<file path="src/rtl/cr_mem_check_master.sv">
// Memory self-test initiator: writes an address-derived pattern over a wrapping range, reads it back and checks it.
// Optional CR_MEM_CHECK_ERR_CAPTURE_EN: latch address/data of the first mismatch after each start.
module cr_mem_check_master #(
  parameter int ADDR_W     = 8,
  parameter int DATA_W     = 16,
  parameter int RD_LATENCY = 4,
  parameter int MAX_OUTST  = 8,
  parameter int TIMEOUT    = 8
) (
  input  logic              clk,
  input  logic              reset_p,
  input  logic              start,
  input  logic [ADDR_W-1:0] addr_first,
  input  logic [ADDR_W-1:0] addr_last,
  input  logic [DATA_W-1:0] seed,
  output logic              busy,
  output logic              done,
  output logic              pass,
  output logic [15:0]       err_cnt,
  output logic              proto_err,
  output logic [ADDR_W-1:0] first_err_addr,
  output logic [DATA_W-1:0] first_err_data,
  output logic              mem_wr_write,
  output logic [ADDR_W-1:0] mem_wr_addr,
  output logic [DATA_W-1:0] mem_wr_data,
  output logic              mem_rd_read,
  output logic [ADDR_W-1:0] mem_rd_addr,
  input  logic [DATA_W-1:0] mem_rd_data,
  input  logic              mem_rd_valid
);

  localparam int PW = (MAX_OUTST > 1) ? $clog2(MAX_OUTST) : 1;
  localparam int TW = $clog2(TIMEOUT + 1);

  if (MAX_OUTST < RD_LATENCY || (1 << PW) != MAX_OUTST) begin : g_bad_cfg
    $error("MAX_OUTST must be a power of 2 and >= RD_LATENCY");
  end

  typedef enum logic [2:0] {S_IDLE, S_WRITE, S_GAP, S_READ, S_DRAIN, S_DONE} state_t;

  state_t            state, state_nxt;
  logic [ADDR_W-1:0] base_q, span_q, idx_q, cur_addr;
  logic [DATA_W-1:0] seed_q;
  logic [PW-1:0]     wr_ptr, rd_ptr;
  logic [PW:0]       count;
  logic [TW-1:0]     tmo_q;
  logic              result_vld;
  logic [DATA_W-1:0] fifo_data [MAX_OUTST];

  logic accept, last_idx, fifo_empty, fifo_full, issue, resp_act, pop, spurious, mismatch, timeout_hit;

  function automatic logic [DATA_W-1:0] pat(input logic [ADDR_W-1:0] a, input logic [DATA_W-1:0] s);
    return {~a, a} ^ s;
  endfunction

  assign cur_addr    = base_q + idx_q;
  assign last_idx    = (idx_q == span_q);
  assign fifo_empty  = (count == '0);
  assign fifo_full   = (count == (PW+1)'(MAX_OUTST));
  assign accept      = (state == S_IDLE) && start;
  assign issue       = (state == S_READ) && !fifo_full;
  // Returns outside READ/DRAIN are stale (e.g. in flight across a reset) and are dropped.
  assign resp_act    = mem_rd_valid && (state == S_READ || state == S_DRAIN);
  assign pop         = resp_act && !fifo_empty;
  assign spurious    = resp_act && fifo_empty;
  assign mismatch    = pop && (mem_rd_data != fifo_data[rd_ptr]);
  assign timeout_hit = (state == S_DRAIN) && !mem_rd_valid && !fifo_empty && (tmo_q == TW'(TIMEOUT - 1));

  assign mem_wr_write = (state == S_WRITE);
  assign mem_wr_addr  = cur_addr;
  assign mem_wr_data  = pat(cur_addr, seed_q);
  assign mem_rd_read  = issue;
  assign mem_rd_addr  = cur_addr;
  assign busy         = (state == S_WRITE) || (state == S_GAP) || (state == S_READ) || (state == S_DRAIN);
  assign done         = (state == S_DONE);
  assign pass         = (done || result_vld) && (err_cnt == 16'd0) && !proto_err;

  always_comb begin
    state_nxt = state;
    case (state)
      S_IDLE:  if (start) state_nxt = S_WRITE;
      S_WRITE: if (last_idx) state_nxt = S_GAP;
      S_GAP:   state_nxt = S_READ;
      S_READ:  if (issue && last_idx) state_nxt = S_DRAIN;
      S_DRAIN: if (fifo_empty || timeout_hit) state_nxt = S_DONE;
      S_DONE:  state_nxt = S_IDLE;
      default: state_nxt = S_IDLE;
    endcase
  end

  always_ff @(posedge clk or posedge reset_p) begin
    if (reset_p) begin
      state      <= S_IDLE;
      base_q     <= '0;
      span_q     <= '0;
      seed_q     <= '0;
      idx_q      <= '0;
      wr_ptr     <= '0;
      rd_ptr     <= '0;
      count      <= '0;
      tmo_q      <= '0;
      err_cnt    <= '0;
      proto_err  <= 1'b0;
      result_vld <= 1'b0;
    end else begin
      state <= state_nxt;
      if (accept) begin
        base_q     <= addr_first;
        span_q     <= addr_last - addr_first;
        seed_q     <= seed;
        idx_q      <= '0;
        wr_ptr     <= '0;
        rd_ptr     <= '0;
        count      <= '0;
        tmo_q      <= '0;
        err_cnt    <= '0;
        proto_err  <= 1'b0;
        result_vld <= 1'b0;
      end else begin
        if (state == S_WRITE) idx_q <= last_idx ? '0 : idx_q + 1'b1;
        if (issue) begin
          idx_q  <= idx_q + 1'b1;
          wr_ptr <= wr_ptr + 1'b1;
        end
        if (pop) rd_ptr <= rd_ptr + 1'b1;
        case ({issue, pop})
          2'b10:   count <= count + 1'b1;
          2'b01:   count <= count - 1'b1;
          default: count <= count;
        endcase
        if (state == S_DRAIN && !mem_rd_valid && !fifo_empty) tmo_q <= tmo_q + 1'b1;
        else tmo_q <= '0;
        if (mismatch && err_cnt != 16'hFFFF) err_cnt <= err_cnt + 16'd1;
        if (spurious || timeout_hit) proto_err <= 1'b1;
        if (state == S_DONE) result_vld <= 1'b1;
      end
    end
  end

  always_ff @(posedge clk) begin
    if (issue) fifo_data[wr_ptr] <= pat(cur_addr, seed_q);
  end

`ifdef CR_MEM_CHECK_ERR_CAPTURE_EN
  logic [ADDR_W-1:0] fifo_addr [MAX_OUTST];

  always_ff @(posedge clk) begin
    if (issue) fifo_addr[wr_ptr] <= cur_addr;
  end

  // err_cnt still zero marks the first mismatch since start.
  always_ff @(posedge clk or posedge reset_p) begin
    if (reset_p) begin
      first_err_addr <= '0;
      first_err_data <= '0;
    end else if (accept) begin
      first_err_addr <= '0;
      first_err_data <= '0;
    end else if (mismatch && err_cnt == 16'd0) begin
      first_err_addr <= fifo_addr[rd_ptr];
      first_err_data <= mem_rd_data;
    end
  end
`else
  assign first_err_addr = '0;
  assign first_err_data = '0;
`endif

endmodule

</file>
<file path="config.mk">
export PLATFORM = sky130hd
export DESIGN_NAME = cr_mem_check_master
export DESIGN_NICKNAME = d
export VERILOG_FILES = /design/src/rtl/cr_mem_check_master.sv
export SDC_FILE = /design/constraint.sdc
export NUM_CORES = 1
export LEC_CHECK = 0
export CAP_MARGIN = 20
export CORE_MARGIN = 2
export CORE_UTILIZATION = 50
export DETAILED_ROUTE_END_ITERATION = 6
export GPL_ROUTABILITY_DRIVEN = 0
export PLACE_DENSITY = 0.85
export SYNTH_ARGS = -nofsm -noshare
export SYNTH_HDL_FRONTEND = slang
export SYNTH_SLANG_ARGS = --single-unit
</file>
<file path="constraint.sdc">
create_clock -name clk -period 3.25 [get_ports clk]
set_clock_uncertainty 0.1 [all_clocks]
set_input_delay 0.65 -clock clk [delete_from_list [all_inputs] [get_ports clk]]
set_output_delay 0.65 -clock clk [all_outputs]
set_load 0.005 [all_outputs]
</file>
==> results.md <==
- Final setup margin: -0.235 ns
- Async SR Flop Fraction: 36.9%
- Top-count cell post-synth: edfxtp_1
- Die ar.: 20500 sq um
- Fmax: 287 MHz
- Post-Syn Area per Cell: 12.8 sq um
- DR vias: 6569
- Detailed placer's ending HPWL: 14600 um
- EDFF count, synth: 128
- Failing checks: negative setup slack
- Grt total ovfl: 0
- Tot Pwr: 14.9 mW
- Pleak: 5.06 nW
- Register bit count reported by yosys: 203
- Ys flop type: edfxtp_1
- CORE AREA: 18800 sq um
- RSZ-0062 raised after global routing: yes
- Routed length on met1: 9370 um
- Unique masters post-synth: 62
- Inst Count DP: 1146
- Metal2 WL: 12300 um
- Final setup viols: 15
- Port bufs: 105
- Post-DP Area: 11300 sq um
- WL final: 23600 um
- Worst Tran Pin Value: 0.688 ns
- Layout cell share with drive strength beyond 1: 21.0%
- Total global-route track usage: 22.6%
- Row count: 50
- DR top layer: met4
- CTS tree: yes
- Die Wd: 143 um
- Clk sinks: 203
- Hold-fix buffer count after cts: 0
- Status: complete, but fails checks
- DR pass1 iterations: 4
- Worst vdd ir: 0.645 mV
- Antenna-violating nets left: 0
- CP Data Arrival Time: 2.74 ns
- Number of global-route vias before repair: 6532
- Avg WL per Cell: 19.5 um
- Clk root buf: clkbuf_16
- Worst Path Required: 2.50 ns
- Core Util, Final: 66.2%
- Clock Pin Slew Worst Setup and Hold Paths: 0.06 ns
- Die height: 143 um
- Post-layout instance area: 12500 sq um
- P&R area growth vs syn: 29.0%
- Hold depth: 1
- First-pass GRT wire length: 35300 um
- H-tree depth: 1
- Crit path kind: reg2out
- Finished Layout Cells: 1208
- Final period util: 107%
- Post-synthesis cell area: 9660 sq um
- Pin count of the biggest net entering global routing: 54
- Worst reg2reg path depth: 10
- Warnings from Yosys: 0
- Area leader, netlist: edfxtp_1
- Hold_sp: tmo_q[0]
- Post-Syn Instances: 757
- Worst hold path class: reg2reg
- Slew Viols, Final: 0
- Seq/Total Area, Yosys: 59.2%
- Final min period: 3.49 ns
- Max Cap Viol: 0
- Clock latency on the worst-skew pair: 0.50 ns
- Nets: 1010
- CTS max path bufs: 3
- FF-to-FF Start: rd_ptr[1]
- Most instantiated cells after synthesis: 128 x edfxtp_1, 105 x nand2_1, 75 x dfrtp_1
- Largest cells by area after synthesis: edfxtp_1 40%, dfrtp_1 19%, mux2i_1 5.0%
- Final Hold Viols: 0
- Setup_tns: -1.50 ns
- Reg-to-Reg End: err_cnt[5]
- P per Cell Area: 1190 nW/um^2
- Rel. slew slack: 54.0%
- DRC: 0
- Routed wl met3: 1350 um
- FF-to-FF setup slack: 0.07 ns
- Starting Density: 51.3%
- Inserted Diodes: 0
- Share of the synthesized area in the top cell type: 39.8%
- Crit start category: flop
- Worst-path maximum fanout: 3
- Initial antenna violation count: 0
- Initial drt markers: 432
- Routed vias/inst: 5.44
- CP endpoint kind: output port
- # IOs: 130
- CTS Buf Count: 20
- Hold Path End: tmo_q[0]
## critical path, stage by stage (launching register included)
cell and delay [ns]:
dfrtp_1 0.36, ha_2 0.19, inv_2 0.04, fa_2 0.38
buf_4 0.15, xnor2_1 0.23, buf_4 0.20, xor2_2 0.17
clkdlybuf4s50_1 0.52
## metal layers
metal	up-vias	GRT usage, %
met4	0	7.35
met2	259	38.9
li1	3009	-
met5	-	0
met1	3268	30.1
met3	33	2.58
## logic make-up (layout without fill, tap and decap cells)
kind of cell	Yosys count	count (layout)	synth area share [%]
AND/OR/NAND/NOR	210	210	10.3
flip-flops	203	203	59.2
AO/OA/AOI/OAI	100	100	6.60
buffers and inverters	85	253	5.08
multiplexers	70	70	9.75
XOR/XNOR	64	64	5.80
adder cells (fa/ha/maj)	24	24	3.26
other	1	24	0.0388
## registers in the layout (all words and copies together), names as in the netlist
signal / cells
base_q: 8
count: 4
err_cnt: 16
fifo_data: 128
idx_q: 8
proto_err: 1
rd_ptr: 3
result_vld: 1
seed_q: 16
span_q: 8
state: 3
tmo_q: 4
wr_ptr: 3
## per-stage QoR
step / hold slack (ns) / setup WS (ns)
floorplan: 0.333 / 0.0452
global placement: 0.352 / -0.185
global route: 0.395 / -0.303
detailed placement: 0.358 / -0.245
finish: 0.374 / -0.235
CTS: 0.366 / -0.165
## cells in the final DEF, fill, tap and decap left out, drive strengths merged, types with 25 or more instances in the layout
cell type / n
inv: 25
edfxtp: 128
dfrtp: 75
xnor2: 27
mux2i: 48
clkdlybuf4s50: 85
xor2: 37
nor2: 32
buf: 96
o21ai: 46
nand2: 105
clkbuf: 36
## final cells by class
| cell class | instances | area (sq um) |
|---|---|---|
| Tap cell | 260 | 325 |
| Fill cell | 1285 | 6370 |
| Inverter | 25 | 96.3 |
| Multi-Input combinational cell | 492 | 3820 |
| Clock buffer | 30 | 569 |
| Clock inverter | 6 | 55.1 |
| Sequential cell | 203 | 5730 |
| Timing Repair Buffer | 192 | 1870 |
## power by group
group,switching [mW],total [mW],internal [mW]
Combinational,3.88,7.80,3.92
Clock,0.942,2.23,1.29
Sequential,0.521,4.85,4.33
## repair_timing
| action | in CTS | in global routing |
|---|---|---|
| endpoints found under the setup margin | 26 | 29 |
| setup buffers | 13 | 12 |
| pin swaps | 12 | 19 |
| cloned | 0 | 3 |
| resized for setup | 86 | 36 |
## how the worst max path moves through the flow
stage | start | endpoint | slack [ns] | depth (start not counted)
finish | base_q[0] | mem_wr_data[2] | -0.24 | 8
global route | base_q[0] | mem_wr_data[6] | -0.30 | 13
CTS | base_q[0] | mem_wr_data[12] | -0.16 | 14
detailed placement | base_q[0] | mem_wr_data[14] | -0.24 | 12
global placement | base_q[0] | mem_wr_data[14] | -0.19 | 12
floorplan | count[1] | fifo_data[1][0] | 0.05 | 8
Note: power is estimated with default switching activity, not from simulation.
